[config.mk]
export PLATFORM = sky130hd
export DESIGN_NAME = reg_to_apb
export DESIGN_NICKNAME = d
export VERILOG_FILES = /design/src/rtl/reg_to_apb.sv
export SDC_FILE = /design/constraint.sdc
export NUM_CORES = 1
export LEC_CHECK = 0
export BUFFER_PORTS_ARGS = -buffer_cell sky130_fd_sc_hd__buf_4
export CORE_MARGIN = 2
export CORE_UTILIZATION = 46
export DETAILED_ROUTE_END_ITERATION = 16
export GPL_ROUTABILITY_DRIVEN = 1
export GPL_TIMING_DRIVEN = 0
export PLACE_DENSITY = 0.8
export SYNTH_ARGS = -nofsm -noshare
export SYNTH_HDL_FRONTEND = slang
export SYNTH_SLANG_ARGS = --single-unit
[constraint.sdc]
create_clock -name clk_i -period 1.95 [get_ports clk_i]
set_input_delay 0.0975 -clock clk_i [delete_from_list [all_inputs] [get_ports clk_i]]
set_output_delay 0.0975 -clock clk_i [all_outputs]
set_load 0.1 [all_outputs]
[src/rtl/reg_to_apb.sv]
// Register-bus target that issues one APB4 transfer per request as APB initiator.
// APB outputs and the one-cycle register-bus response are fully registered.
module reg_to_apb #(
    parameter int unsigned AddrWidth     = 32,
    parameter int unsigned DataWidth     = 32,
    parameter logic [2:0]  Pprot         = 3'b000,
    parameter int unsigned TimeoutCycles = 0,
    localparam int unsigned StrbWidth    = DataWidth / 8
) (
    input  logic                 clk_i,
    input  logic                 rst_ni,
    input  logic                 reg_valid_i,
    input  logic                 reg_write_i,
    input  logic [AddrWidth-1:0] reg_addr_i,
    input  logic [DataWidth-1:0] reg_wdata_i,
    input  logic [StrbWidth-1:0] reg_wstrb_i,
    output logic                 reg_ready_o,
    output logic [DataWidth-1:0] reg_rdata_o,
    output logic                 reg_error_o,
    output logic                 psel_o,
    output logic                 penable_o,
    output logic                 pwrite_o,
    output logic [AddrWidth-1:0] paddr_o,
    output logic [DataWidth-1:0] pwdata_o,
    output logic [StrbWidth-1:0] pstrb_o,
    output logic [2:0]           pprot_o,
    input  logic                 pready_i,
    input  logic [DataWidth-1:0] prdata_i,
    input  logic                 pslverr_i
);

    localparam bit          TimeoutEn = (TimeoutCycles != 0);
    localparam int unsigned CntWidth  = TimeoutEn ? 16 : 1;
    localparam logic [CntWidth-1:0] CntLast =
        TimeoutEn ? CntWidth'(TimeoutCycles - 1) : '0;

    if (DataWidth % 8 != 0) begin : gen_bad_data_width
        $error("reg_to_apb: DataWidth must be a multiple of 8");
    end
    if (TimeoutCycles >= 65536) begin : gen_bad_timeout
        $error("reg_to_apb: TimeoutCycles must be below 2^16");
    end

    typedef enum logic [1:0] {StIdle, StSetup, StAccess, StResp} state_e;

    state_e                state_q;
    logic [CntWidth-1:0]   cnt_q;
    logic                  psel_q;
    logic                  penable_q;
    logic                  pwrite_q;
    logic [AddrWidth-1:0]  paddr_q;
    logic [DataWidth-1:0]  pwdata_q;
    logic [StrbWidth-1:0]  pstrb_q;
    logic                  reg_ready_q;
    logic [DataWidth-1:0]  reg_rdata_q;
    logic                  reg_error_q;

    always_ff @(posedge clk_i or negedge rst_ni) begin
        if (!rst_ni) begin
            state_q     <= StIdle;
            cnt_q       <= '0;
            psel_q      <= 1'b0;
            penable_q   <= 1'b0;
            pwrite_q    <= 1'b0;
            paddr_q     <= '0;
            pwdata_q    <= '0;
            pstrb_q     <= '0;
            reg_ready_q <= 1'b0;
            reg_rdata_q <= '0;
            reg_error_q <= 1'b0;
        end else begin
            reg_ready_q <= 1'b0;
            unique case (state_q)
                StIdle: begin
                    if (reg_valid_i) begin
                        psel_q   <= 1'b1;
                        pwrite_q <= reg_write_i;
                        paddr_q  <= reg_addr_i;
                        pwdata_q <= reg_wdata_i;
                        pstrb_q  <= reg_write_i ? reg_wstrb_i : '0;
                        state_q  <= StSetup;
                    end
                end
                StSetup: begin
                    penable_q <= 1'b1;
                    cnt_q     <= '0;
                    state_q   <= StAccess;
                end
                StAccess: begin
                    // pready wins over the watchdog when both fire in one cycle
                    if (pready_i) begin
                        psel_q      <= 1'b0;
                        penable_q   <= 1'b0;
                        reg_ready_q <= 1'b1;
                        reg_rdata_q <= pwrite_q ? '0 : prdata_i;
                        reg_error_q <= pslverr_i;
                        state_q     <= StResp;
                    end else if (TimeoutEn && (cnt_q == CntLast)) begin
                        psel_q      <= 1'b0;
                        penable_q   <= 1'b0;
                        reg_ready_q <= 1'b1;
                        reg_rdata_q <= '0;
                        reg_error_q <= 1'b1;
                        state_q     <= StResp;
                    end else if (cnt_q != {CntWidth{1'b1}}) begin
                        cnt_q <= cnt_q + CntWidth'(1);
                    end
                end
                StResp: begin
                    // reg_valid_i here still belongs to the request being acknowledged
                    state_q <= StIdle;
                end
                default: state_q <= StIdle;
            endcase
        end
    end

    assign reg_ready_o = reg_ready_q;
    assign reg_rdata_o = reg_rdata_q;
    assign reg_error_o = reg_error_q;
    assign psel_o      = psel_q;
    assign penable_o   = penable_q;
    assign pwrite_o    = pwrite_q;
    assign paddr_o     = paddr_q;
    assign pwdata_o    = pwdata_q;
    assign pstrb_o     = pstrb_q;
    assign pprot_o     = Pprot;

endmodule

==> results of run 1 <==
-- per-layer routing --
layer	wire (um)	vias to the layer above
li1	-	1716
met1	4550	1761
met2	6540	160
met3	826	23
met4	277	0
met5	0	-
-- Yosys cell counts, drive strengths merged --
| library cell | count | area (um^2) |
|---|---|---|
| and2b | 1 | 8.76 |
| or2 | 1 | 6.26 |
| o22ai | 1 | 6.26 |
| clkbuf | 11 | 91.3 |
| dfrtp | 107 | 2680 |
| nor2 | 1 | 3.75 |
| nand3 | 1 | 5.00 |
| inv | 5 | 18.8 |
| ha | 5 | 62.6 |
| a221oi | 1 | 8.76 |
| nand2b | 32 | 200 |
| conb | 1 | 3.75 |
| mux2i | 2 | 20.0 |
| o21ai | 37 | 185 |
| buf | 9 | 65.1 |
| mux2 | 67 | 754 |
| a21oi | 2 | 10.0 |
| nand2 | 43 | 164 |
-- registers in the layout, summed over array words and instances, names as in the netlist --
signal,count
reg_ready_o,1
reg_rdata_o,32
psel_o,1
reg_error_o,1
paddr_o,32
pstrb_o,4
penable_o,1
pwdata_o,32
state_q,2
pwrite_o,1
-- layout make-up --
class | instances | area, um^2 | share of cell area (%)
plain buffers | 20 | 156 | 2.18
clock buffers | 10 | 128 | 1.78
clock inverters | 5 | 103 | 1.43
inverters | 5 | 18.8 | 0.261
multi-input cells | 197 | 1450 | 20.1
flip-flops and latches | 107 | 2680 | 37.2
well taps | 111 | 139 | 1.93
repair buffers | 304 | 2520 | 35.1
-- worst register-to-register path, stage by stage (launching register included) --
cell and delay, ns:
dfrtp_1 0.37, inv_1 0.10, ha_1 0.26, nand2_2 0.29
clkbuf_8 0.26, mux2_2 0.36
-- stage by stage --
step	cell area [um^2]	hold WS [ns]	worst slack [ns]	instances	util (%)
after floorplan	4300	-0.198	0.439	329	-
after global placement	6010	0.330	0.270	650	65.7
after detailed placement	6010	0.335	0.212	650	65.7
after CTS	7170	0.000983	0.190	757	78.3
after global routing	7190	0.00404	0.109	759	78.6
final	7190	0.0129	0.195	759	78.6
-- kinds of logic (layout without fill, tap and decap cells) --
logic type	after synthesis	in the layout
AO/OA/AOI/OAI	41	41
other	1	3
AND/OR/NAND/NOR	79	79
buffers and inverters	25	344
flip-flops	107	107
multiplexers	69	69
adder cells (fa/ha/maj)	5	5
-- placed cells by master, fill, tap and decap left out, types with 2 or more instances in the layout --
cell type | synthesis | final
buf_4 | 3 | 212
dfrtp_1 | 107 | 107
dlygate4sd3_1 | 0 | 94
mux2_2 | 67 | 67
nand2_1 | 42 | 42
o21ai_0 | 37 | 37
nand2b_1 | 32 | 32
clkbuf_8 | 5 | 14
clkbuf_1 | 6 | 7
inv_1 | 5 | 5
ha_1 | 5 | 5
buf_2 | 4 | 4
buf_6 | 2 | 3
conb_1 | 1 | 3
bufinv_16 | 0 | 3
a21oi_1 | 2 | 2
mux2i_1 | 2 | 2
-- worst paths after layout --
| kind | startpoint | cells past startpoint | slack, ns | end |
|---|---|---|---|---|
| max | state_q[0] | 5 | 0.20 | pwdata_o[2] |
| min | prdata_i[27] | 3 | 0.01 | reg_rdata_o[27] |
| max reg2reg | state_q[0] | 5 | 0.20 | pwdata_o[2] |
| min reg2reg | reg_rdata_o[23] | 2 | 0.49 | reg_rdata_o[23] |
| max in group asynchronous | rst_ni | 2 | 0.82 | psel_o |
| min in group asynchronous | rst_ni | 2 | 0.46 | paddr_o[26] |
-- repair_timing --
item                                   in CTS  in global routing
endpoints found under the hold margin      92                108
setup buffers                               0                  0
hold buffers                               92                  2
setup endpoints to repair                   0                  0
==> key figures, run 1 <==
Status
  – Outcome: finished, final reports clean

Logic synthesis
  – Yosys cell types: 22
  – Cells after Synth: around 330
  – Post-Syn Area: 0.00429 mm^2
  – Compound-Gate Fraction of Synth Area: 4.90%
  – Mux cell area share after synthesis: 18.0%
  – Synth Warn #: 0
  – Synth Register Bits: 107
  – Largest family of logic cells by synthesized area: multiplexers
  – Adder-Cell Fraction of Synth Area: about 1.5%
  – Syn_area_per_cell: between 10 and 15 um^2
  – Post-Synth XOR/XNOR Area: 0%
  – Simple-gate portion of the synthesized area: 9.04%
  – Sequential-to-total area share from yosys stat: 62.4%

Routing
  – Drt via density: ~4.8
  – First DRT Iteration DRCs: 87
  – Post-DRT Antenna Nets: 0
  – TritonRoute pass-1 iters: 4
  – DR vias: between 3000 and 4000
  – Final wirelength: between 10000 and 15000 um
  – Routed len/inst: between 15 and 20 um
  – DRC errors left: 0

Worst setup path
  – Endpoint class of the critical path: flip-flop
  – CP delay by family, top: flip-flops
  – Worst path bufs/invs: 2
  – Worst endpoint required time: 2.18 ns
  – Crit start category: flip-flop
  – WP data arrival: around 2.0 ns
  – Critical path, cell by cell: inv_1 -> ha_1 -> nand2_2 -> clkbuf_8 -> mux2_2
  – Worst Path Max Fanout: 10
  – Critical Path Max Stage Delay: 0.37 ns
  – Max stage delay cell, worst path: dfrtp_1
  – CP Class: flip-flop to flip-flop

Floorplan
  – Initial core utilization: a little under half
  – Die area: ~0.010 mm^2
  – Width of the die: 101 um
  – Row count: 35
  – IO Pins: 214
  – Core area: 0.00915 mm^2
  – Die H: ~100 um

Layout
  – Final net count: around 760
  – P&R area growth vs syn: 67.5%
  – Filler Cells Inserted: 564
  – Diode count: 0
  – Layout cell share with drive strength beyond 1: approximately 48%

Clocking
  – Max H-tree Level: 3
  – Clk sinks: 107
  – Clk buf depth: 2
  – Clock latency on the worst-skew pair: about 0.36 ns
  – Reg clk slew, reported paths: ~0.090 ns
  – Post-cts resize count: 0
  – Num CTS Buffers: 9
  – CTS tree: done
  – Clock root cell: clkbuf_8

Global routing
  – Initial antenna violation count: 0
  – Vias in the first global route: 3883
  – Layer with the highest usage: met2
  – Total Routing Usage GR: about 24%
  – Grt ovf: 0
  – Met3 usage: under 10%
  – Met2 Resource Use GR: ~45%
  – Wire length of the first global-routing pass: 18900 um
  – Grt met1 use: between 20% and 30%
  – Largest net degree at the start of global routing: 108

Placed design
  – Routability cong.: 0.759
  – Post-DP HPWL: 7620 um
  – IO buf count: 210

Timing
  – Fmax: about 0.57 GHz
  – RSZ-0062 raised after global routing: no
  – Period utilization: roughly 90%
  – Setup TNS: 0 ns
  – Fin. Hold Viols: 0
  – Slew Limit Headroom: a little over a third
  – Max-slew violations: 0
  – Tightest Pin Transition: between 0.9 and 1 ns
  – Post-layout min period: between 1.5 and 2 ns
  – Endpoints failing setup: 0
  – Clock Skews: 0.0110 ns

Run
  – Max-Cap Viols: 0

Hold path
  – Type of the most critical hold path: input port to flip-flop
Power of run 1 is left out: the tool's default activity adds up to more than one toggle a clock period on the data nets, which glitch-free logic cannot reach.
==> run 2, diff against run 1 <==
--- a/config.mk
+++ b/config.mk
@@ -5,13 +5,14 @@
 export SDC_FILE = /design/constraint.sdc
 export NUM_CORES = 1
 export LEC_CHECK = 0
+export ABC_AREA = 1
 export BUFFER_PORTS_ARGS = -buffer_cell sky130_fd_sc_hd__buf_4
 export CORE_MARGIN = 2
-export CORE_UTILIZATION = 46
+export CORE_UTILIZATION = 45
 export DETAILED_ROUTE_END_ITERATION = 16
 export GPL_ROUTABILITY_DRIVEN = 1
 export GPL_TIMING_DRIVEN = 0
-export PLACE_DENSITY = 0.8
+export PLACE_DENSITY = 0.79
 export SYNTH_ARGS = -nofsm -noshare
 export SYNTH_HDL_FRONTEND = slang
 export SYNTH_SLANG_ARGS = --single-unit
==> run 2 against run 1 <==
Net effect: synthesized area is 1.3% lower; global-route usage is 2.0 points higher; utilization is 2.5 points lower; maximum frequency is 7.1% higher; routed wire length is 9.7% higher; setup slack better by 0.12 ns; non-clock buffer count is 4 lower; clock-buffer cell count is 1 higher; critical endpoint is now paddr_o[25].
==> key figures, run 2 <==
Timing
  – Fmax: 0.610 GHz
  – Worst hold slack: ~0.015 ns
  – Slew Limit Headroom: about two thirds
  – Tightest Pin Transition: 0.503 ns
  – Post-layout min period: about 1.6 ns
  – Period utilization: between 80% and 90%
  – Fin. Hold Viols: 0
  – Max-slew violations: 0
  – RSZ-0062 raised after global routing: no
  – Setup TNS: 0 ns
  – Clock Skews: 0.0144 ns
  – Endpoints failing setup: 0

Layout
  – Fin area: 0.00699 mm^2
  – Diode count: 0
  – Non-filler instance count after layout: roughly 900
  – Commonest cells after routing, fill and taps aside: 286 x nand2_1, 212 x buf_4, 107 x dfrtp_1
  – Final net count: between 800 and 900
  – Most common cell after layout, fill and taps aside: nand2_1
  – P&R area growth vs syn: 65.1%
  – Layout cell share with drive strength beyond 1: between 30% and 40%

Placed design
  – IO buf count: 210
  – Post-DP HPWL: a little over 8000 um
  – Placed Cells: around 800
  – Placed inst area: roughly 0.006 mm^2
  – Routability cong.: between 0.8 and 0.9

Floorplan
  – Initial core utilization: a little under half
  – Width of the die: roughly 100 um
  – Die H: ~100 um
  – IO Pins: approximately 210
  – Core area: 0.00920 mm^2
  – Row count: 35
  – Die area: 0.0102 mm^2

Routing
  – Final wirelength: roughly 13000 um
  – First DRT Iteration DRCs: about 170
  – Routed len/inst: roughly 15 um
  – Post-DRT Antenna Nets: 0
  – DR vias: approximately 4300
  – TritonRoute pass-1 iters: 4
  – Drt via density: around 4.8
  – DRC errors left: 0

Worst setup path
  – Worst R2R Path Depth: 6
  – CP Class: flip-flop to flip-flop
  – Crit start category: flip-flop
  – Endpoint class of the critical path: flip-flop
  – WP data arrival: 1.92 ns
  – Worst endpoint required time: 2.23 ns
  – Worst Path Max Fanout: 10

Logic synthesis
  – Async S/R FF share, synth: 100%
  – Top FF cell, synth: dfrtp_1
  – Syn_area_per_cell: 8.82 um^2
  – Synth top area cells: dfrtp_1 63%, nand2_1 25%, o21ai_0 4.5%, ha_1 1.5%, buf_6 1.3%
  – Synth top area share: 63.2%
  – Post-Syn Area: ~0.0042 mm^2
  – Synth Register Bits: 107
  – Top cells by count, synth: 286 x nand2_1, 107 x dfrtp_1, 38 x o21ai_0
  – Sequential-to-total area share from yosys stat: a little over three fifths
  – Most numerous cell in the Yosys netlist: nand2_1
  – Synth Warn #: 0
  – Post-synth EDFFs: 0
  – Yosys cell types: 15
  – Yosys top cell by area: dfrtp_1
  – Cells after Synth: 480

Status
  – Outcome: finished, final reports clean

Clocking
  – Clk sinks: 107
  – Clock root cell: clkbuf_8
  – Clk buf depth: 2
  – CTS tree: done
  – Post-CTS setup buffer count: 0
  – Num CTS Buffers: 9
  – Max H-tree Level: 3
  – Clock latency on the worst-skew pair: roughly 0.35 ns
  – Reg clk slew, reported paths: ~0.10 ns

Global routing
  – Total Routing Usage GR: between 20% and 30%
  – Grt ovf: 0
  – Wire length of the first global-routing pass: 21000 um
  – Largest net degree at the start of global routing: roughly 110
  – Initial antenna violation count: 0
  – Vias in the first global route: between 4000 and 5000

Hold path
  – Depth of the worst hold-timing path: 3
  – Type of the most critical hold path: input port to flip-flop

Run
  – Max-Cap Viols: 0
==> run 2: cell count changes after synthesis, sizes merged, moves of 3 or more <==
cell | before | now
nand2 | 43 | 287
mux2 | 67 | 0
nand2b | 32 | 0
buf | 9 | 19
inv | 5 | 10
clkbuf | 11 | 8
nand3 | 1 | 4
==> run 2: worst paths after layout <==
kind,endpoint,slack (ns),startpoint
max in group asynchronous,pstrb_o[3],1.16,rst_ni
hold / removal,reg_rdata_o[30],0.01,prdata_i[30]
setup / recovery,paddr_o[25],0.31,state_q[0]
hold reg to reg,paddr_o[19],0.49,paddr_o[19]
setup reg to reg,paddr_o[25],0.31,state_q[0]
min in group asynchronous,reg_rdata_o[30],0.09,rst_ni
==> run 2: metal layers <==
layer	track usage (%)	vias up	routed length, um
li1	-	2073	-
met1	31.4	2033	5440
met2	46.1	185	6700
met3	4.65	39	797
met4	10.8	0	431
met5	0	-	0
==> run 2: cell families (layout without fill, tap and decap cells) <==
family / after synthesis / count (layout) / share of synthesized area [%]
AO/OA/AOI/OAI: 38 / 38 / 4.49
adder cells (fa/ha/maj): 5 / 5 / 1.48
other: 1 / 3 / 0.0885
flip-flops: 107 / 107 / 63.2
buffers and inverters: 37 / 345 / 4.67
AND/OR/NAND/NOR: 292 / 292 / 26.1
==> run 2: final cells by class <==
type                    count  area [um^2]
repair buffers            293         2430
plain buffers              27          160
inverters                  10         37.5
flip-flops and latches    107         2680
fillers                   620         2200
clock inverters             4         51.3
multi-input cells         338         1370
well taps                 111          139
clock buffers              11          131
==> run 2: timing repair <==
action,CTS,global route
gates resized for setup,0,0
endpoints found under the hold margin,81,107
hold buffers,81,1
==> run 2: critical path, stage by stage (launching register included) <==
cell and delay, ns:
dfrtp_1 0.38, inv_1 0.10, ha_1 0.26, nand2_2 0.22
clkbuf_1 0.38, nand2_1 0.12, nand2_1 0.10
==> run 2: metrics by stage <==
stage,util [%],setup WS [ns]
after floorplan,-,0.327
after global placement,64.8,0.406
after detailed placement,64.8,0.360
after CTS,75.6,0.330
after global routing,76.0,0.125
final,76.0,0.311
Power of run 2 is left out for the same reason.
==> run 3, diff against run 2 <==
==> config.mk (replaced) <==
export PLATFORM = sky130hd
export DESIGN_NAME = reg_to_apb
export DESIGN_NICKNAME = d
export VERILOG_FILES = /design/src/rtl/reg_to_apb.sv
export SDC_FILE = /design/constraint.sdc
export NUM_CORES = 1
export LEC_CHECK = 0
export ABC_AREA = 0
export BUFFER_PORTS_ARGS = -buffer_cell sky130_fd_sc_hd__buf_4
export CORE_MARGIN = 2
export CORE_UTILIZATION = 46
export DETAILED_ROUTE_END_ITERATION = 16
export GPL_ROUTABILITY_DRIVEN = 1
export GPL_TIMING_DRIVEN = 0
export PLACE_DENSITY = 0.8
export SYNTH_ARGS = -nofsm -noshare
export SYNTH_HDL_FRONTEND = slang
export SYNTH_SLANG_ARGS = --single-unit
==> constraint.sdc (replaced) <==
create_clock -name clk_i -period 1.55 [get_ports clk_i]
set_input_delay 0.0775 -clock clk_i [delete_from_list [all_inputs] [get_ports clk_i]]
set_output_delay 0.0775 -clock clk_i [all_outputs]
set_load 0.1 [all_outputs]
==> run 3 against run 2 <==
Net effect: via count fell by 14%; clock-buffer cell count is 1 lower; maximum frequency is 8.4% higher; setup slack got worse by 0.27 ns.
==> key figures, run 3 (synthesis results as in run 1) <==
Layout
  – Non-filler instance count after layout: around 770
  – P&R area growth vs syn: 71.6%
  – Layout cell share with drive strength beyond 1: between 40% and 50%
  – Diode count: 0
  – Filler Cells Inserted: approximately 530
  – Commonest cells after routing, fill and taps aside: 221 x buf_4, 107 x dfrtp_1, 101 x dlygate4sd3_1
  – Final net count: ~770
  – Most common cell after layout, fill and taps aside: buf_4

Timing
  – Post-layout min period: roughly 1.5 ns
  – Period utilization: a little over nine tenths
  – Clock Skews: 0.0125 ns
  – Max-slew violations: 0
  – Tightest Pin Transition: between 0.9 and 1 ns
  – Setup TNS: 0 ns
  – Slew Limit Headroom: between 30% and 40%
  – Fin. Hold Viols: 0
  – Endpoints failing setup: 0
  – Fmax: 0.661 GHz

Clocking
  – CTS tree: done
  – Reg clk slew, reported paths: ~0.090 ns
  – Max H-tree Level: 3
  – Clock latency on the worst-skew pair: about 0.36 ns
  – Num CTS Buffers: 9
  – Clock root cell: clkbuf_8
  – Clk buf depth: 2
  – Clk sinks: 107

Global routing
  – Grt ovf: 0
  – Initial antenna violation count: 0
  – Wire length of the first global-routing pass: 19600 um
  – Largest net degree at the start of global routing: approximately 110
  – Total Routing Usage GR: around 25%
  – Vias in the first global route: just under 4000

Worst setup path
  – Worst endpoint required time: between 1.5 and 2 ns
  – Max stage delay cell, worst path: dfrtp_1
  – Critical path, cell by cell: inv_4 -> ha_4 -> and2b_2 -> a21oi_4 -> mux2_2
  – Crit start category: flip-flop
  – Worst Path Max Fanout: 5
  – CP Class: flip-flop to flip-flop
  – Critical Path Max Stage Delay: 0.41 ns
  – Endpoint class of the critical path: flip-flop
  – WP data arrival: roughly 1.8 ns

Routing
  – Post-DRT Antenna Nets: 0
  – Routed len/inst: between 15 and 20 um
  – First DRT Iteration DRCs: 90
  – Drt via density: slightly below 5
  – TritonRoute pass-1 iters: 4
  – DR vias: 3725
  – Final wirelength: around 13000 um
  – DRC errors left: 0

Floorplan
  – Width of the die: 101 um
  – Core area: between 0.009 and 0.01 mm^2
  – Die H: ~100 um
  – Row count: 35
  – Initial core utilization: roughly 47%
  – IO Pins: 214
  – Die area: 0.0101 mm^2

Placed design
  – Post-DP HPWL: 7620 um
  – Routability cong.: between 0.7 and 0.8
  – Placed Cells: 650
  – IO buf count: 210

Status
  – Outcome: finished, final reports clean

Run
  – Max-Cap Viols: 0

Hold path
  – Type of the most critical hold path: input port to flip-flop
run 3: cell types whose count changed in the layout (fill, tap and decap cells not counted), sizes merged, moves of 2 or more:
cell and change:
a21oi +2, buf -6, bufinv +2, clkbuf +2, dlygate4sd3 +19, inv -6
mux2 +67, mux2i +2, nand2 -243, nand2b +32, nand3 -3
run 3: routing by layer:
| metal | vias up | part of all wire, % | GRT usage [%] |
|---|---|---|---|
| met5 | - | 0 | 0 |
| met4 | 0 | 2.1 | 8.54 |
| met3 | 21 | 5.9 | 6.17 |
| met2 | 140 | 54 | 46.6 |
| met1 | 1821 | 38 | 28.1 |
| li1 | 1743 | - | - |
run 3: worst paths after layout:
path                            startpoint               to  slack, ns  depth (start not counted)
setup / recovery                state_q[0]       state_q[1]       0.04                          5
hold / removal                 reg_write_i       pstrb_o[0]       0.01                          3
setup reg to reg                state_q[0]       state_q[1]       0.04                          5
hold reg to reg            reg_rdata_o[23]  reg_rdata_o[23]       0.49                          2
max in group asynchronous           rst_ni           psel_o       0.49                          2
min in group asynchronous           rst_ni      paddr_o[26]       0.38                          2
run 3: area by class of cell:
class | instances | area (um^2) | share of cell area, %
timing repair buffer | 316 | 2630 | 35.7
sequential | 107 | 2680 | 36.4
clock inverter | 5 | 103 | 1.39
clock buffer | 10 | 128 | 1.73
multi-input combinational | 198 | 1500 | 20.4
buffer | 20 | 168 | 2.28
tap | 111 | 139 | 1.89
inverter | 5 | 21.3 | 0.289
run 3: critical path, delay by kind of cell, from the launching register on:
| kind | cells | cell delay (ns) |
|---|---|---|
| AO/OA/AOI/OAI | 1 | 0.13 |
| adder cells (fa/ha/maj) | 1 | 0.19 |
| buffers and inverters | 1 | 0.08 |
| flip-flops | 1 | 0.41 |
| multiplexers | 1 | 0.35 |
| AND/OR/NAND/NOR | 1 | 0.23 |
run 3: metrics by stage:
stage	hold WS (ns)	setup slack, ns	instance area (um^2)	utilization, %
after global placement	0.310	-0.130	6010	65.7
after global routing	0.00885	-0.00105	7360	80.5
after CTS	0.00261	-0.0112	7290	79.6
after detailed placement	0.315	-0.188	6010	65.7
final	0.0120	0.0380	7360	80.5
after floorplan	-0.218	0.0388	4300	-
run 3: what timing repair did:
| action | CTS | global route |
|---|---|---|
| setup buffers | 2 | 3 |
| endpoints found under the hold margin | 99 | 107 |
| cloned | 1 | 0 |
| setup endpoints to repair | 93 | 96 |
| pin swaps | 1 | 1 |
| gates resized for setup | 8 | 10 |
| hold buffers | 100 | 1 |
Power of run 3 is left out for the same reason.
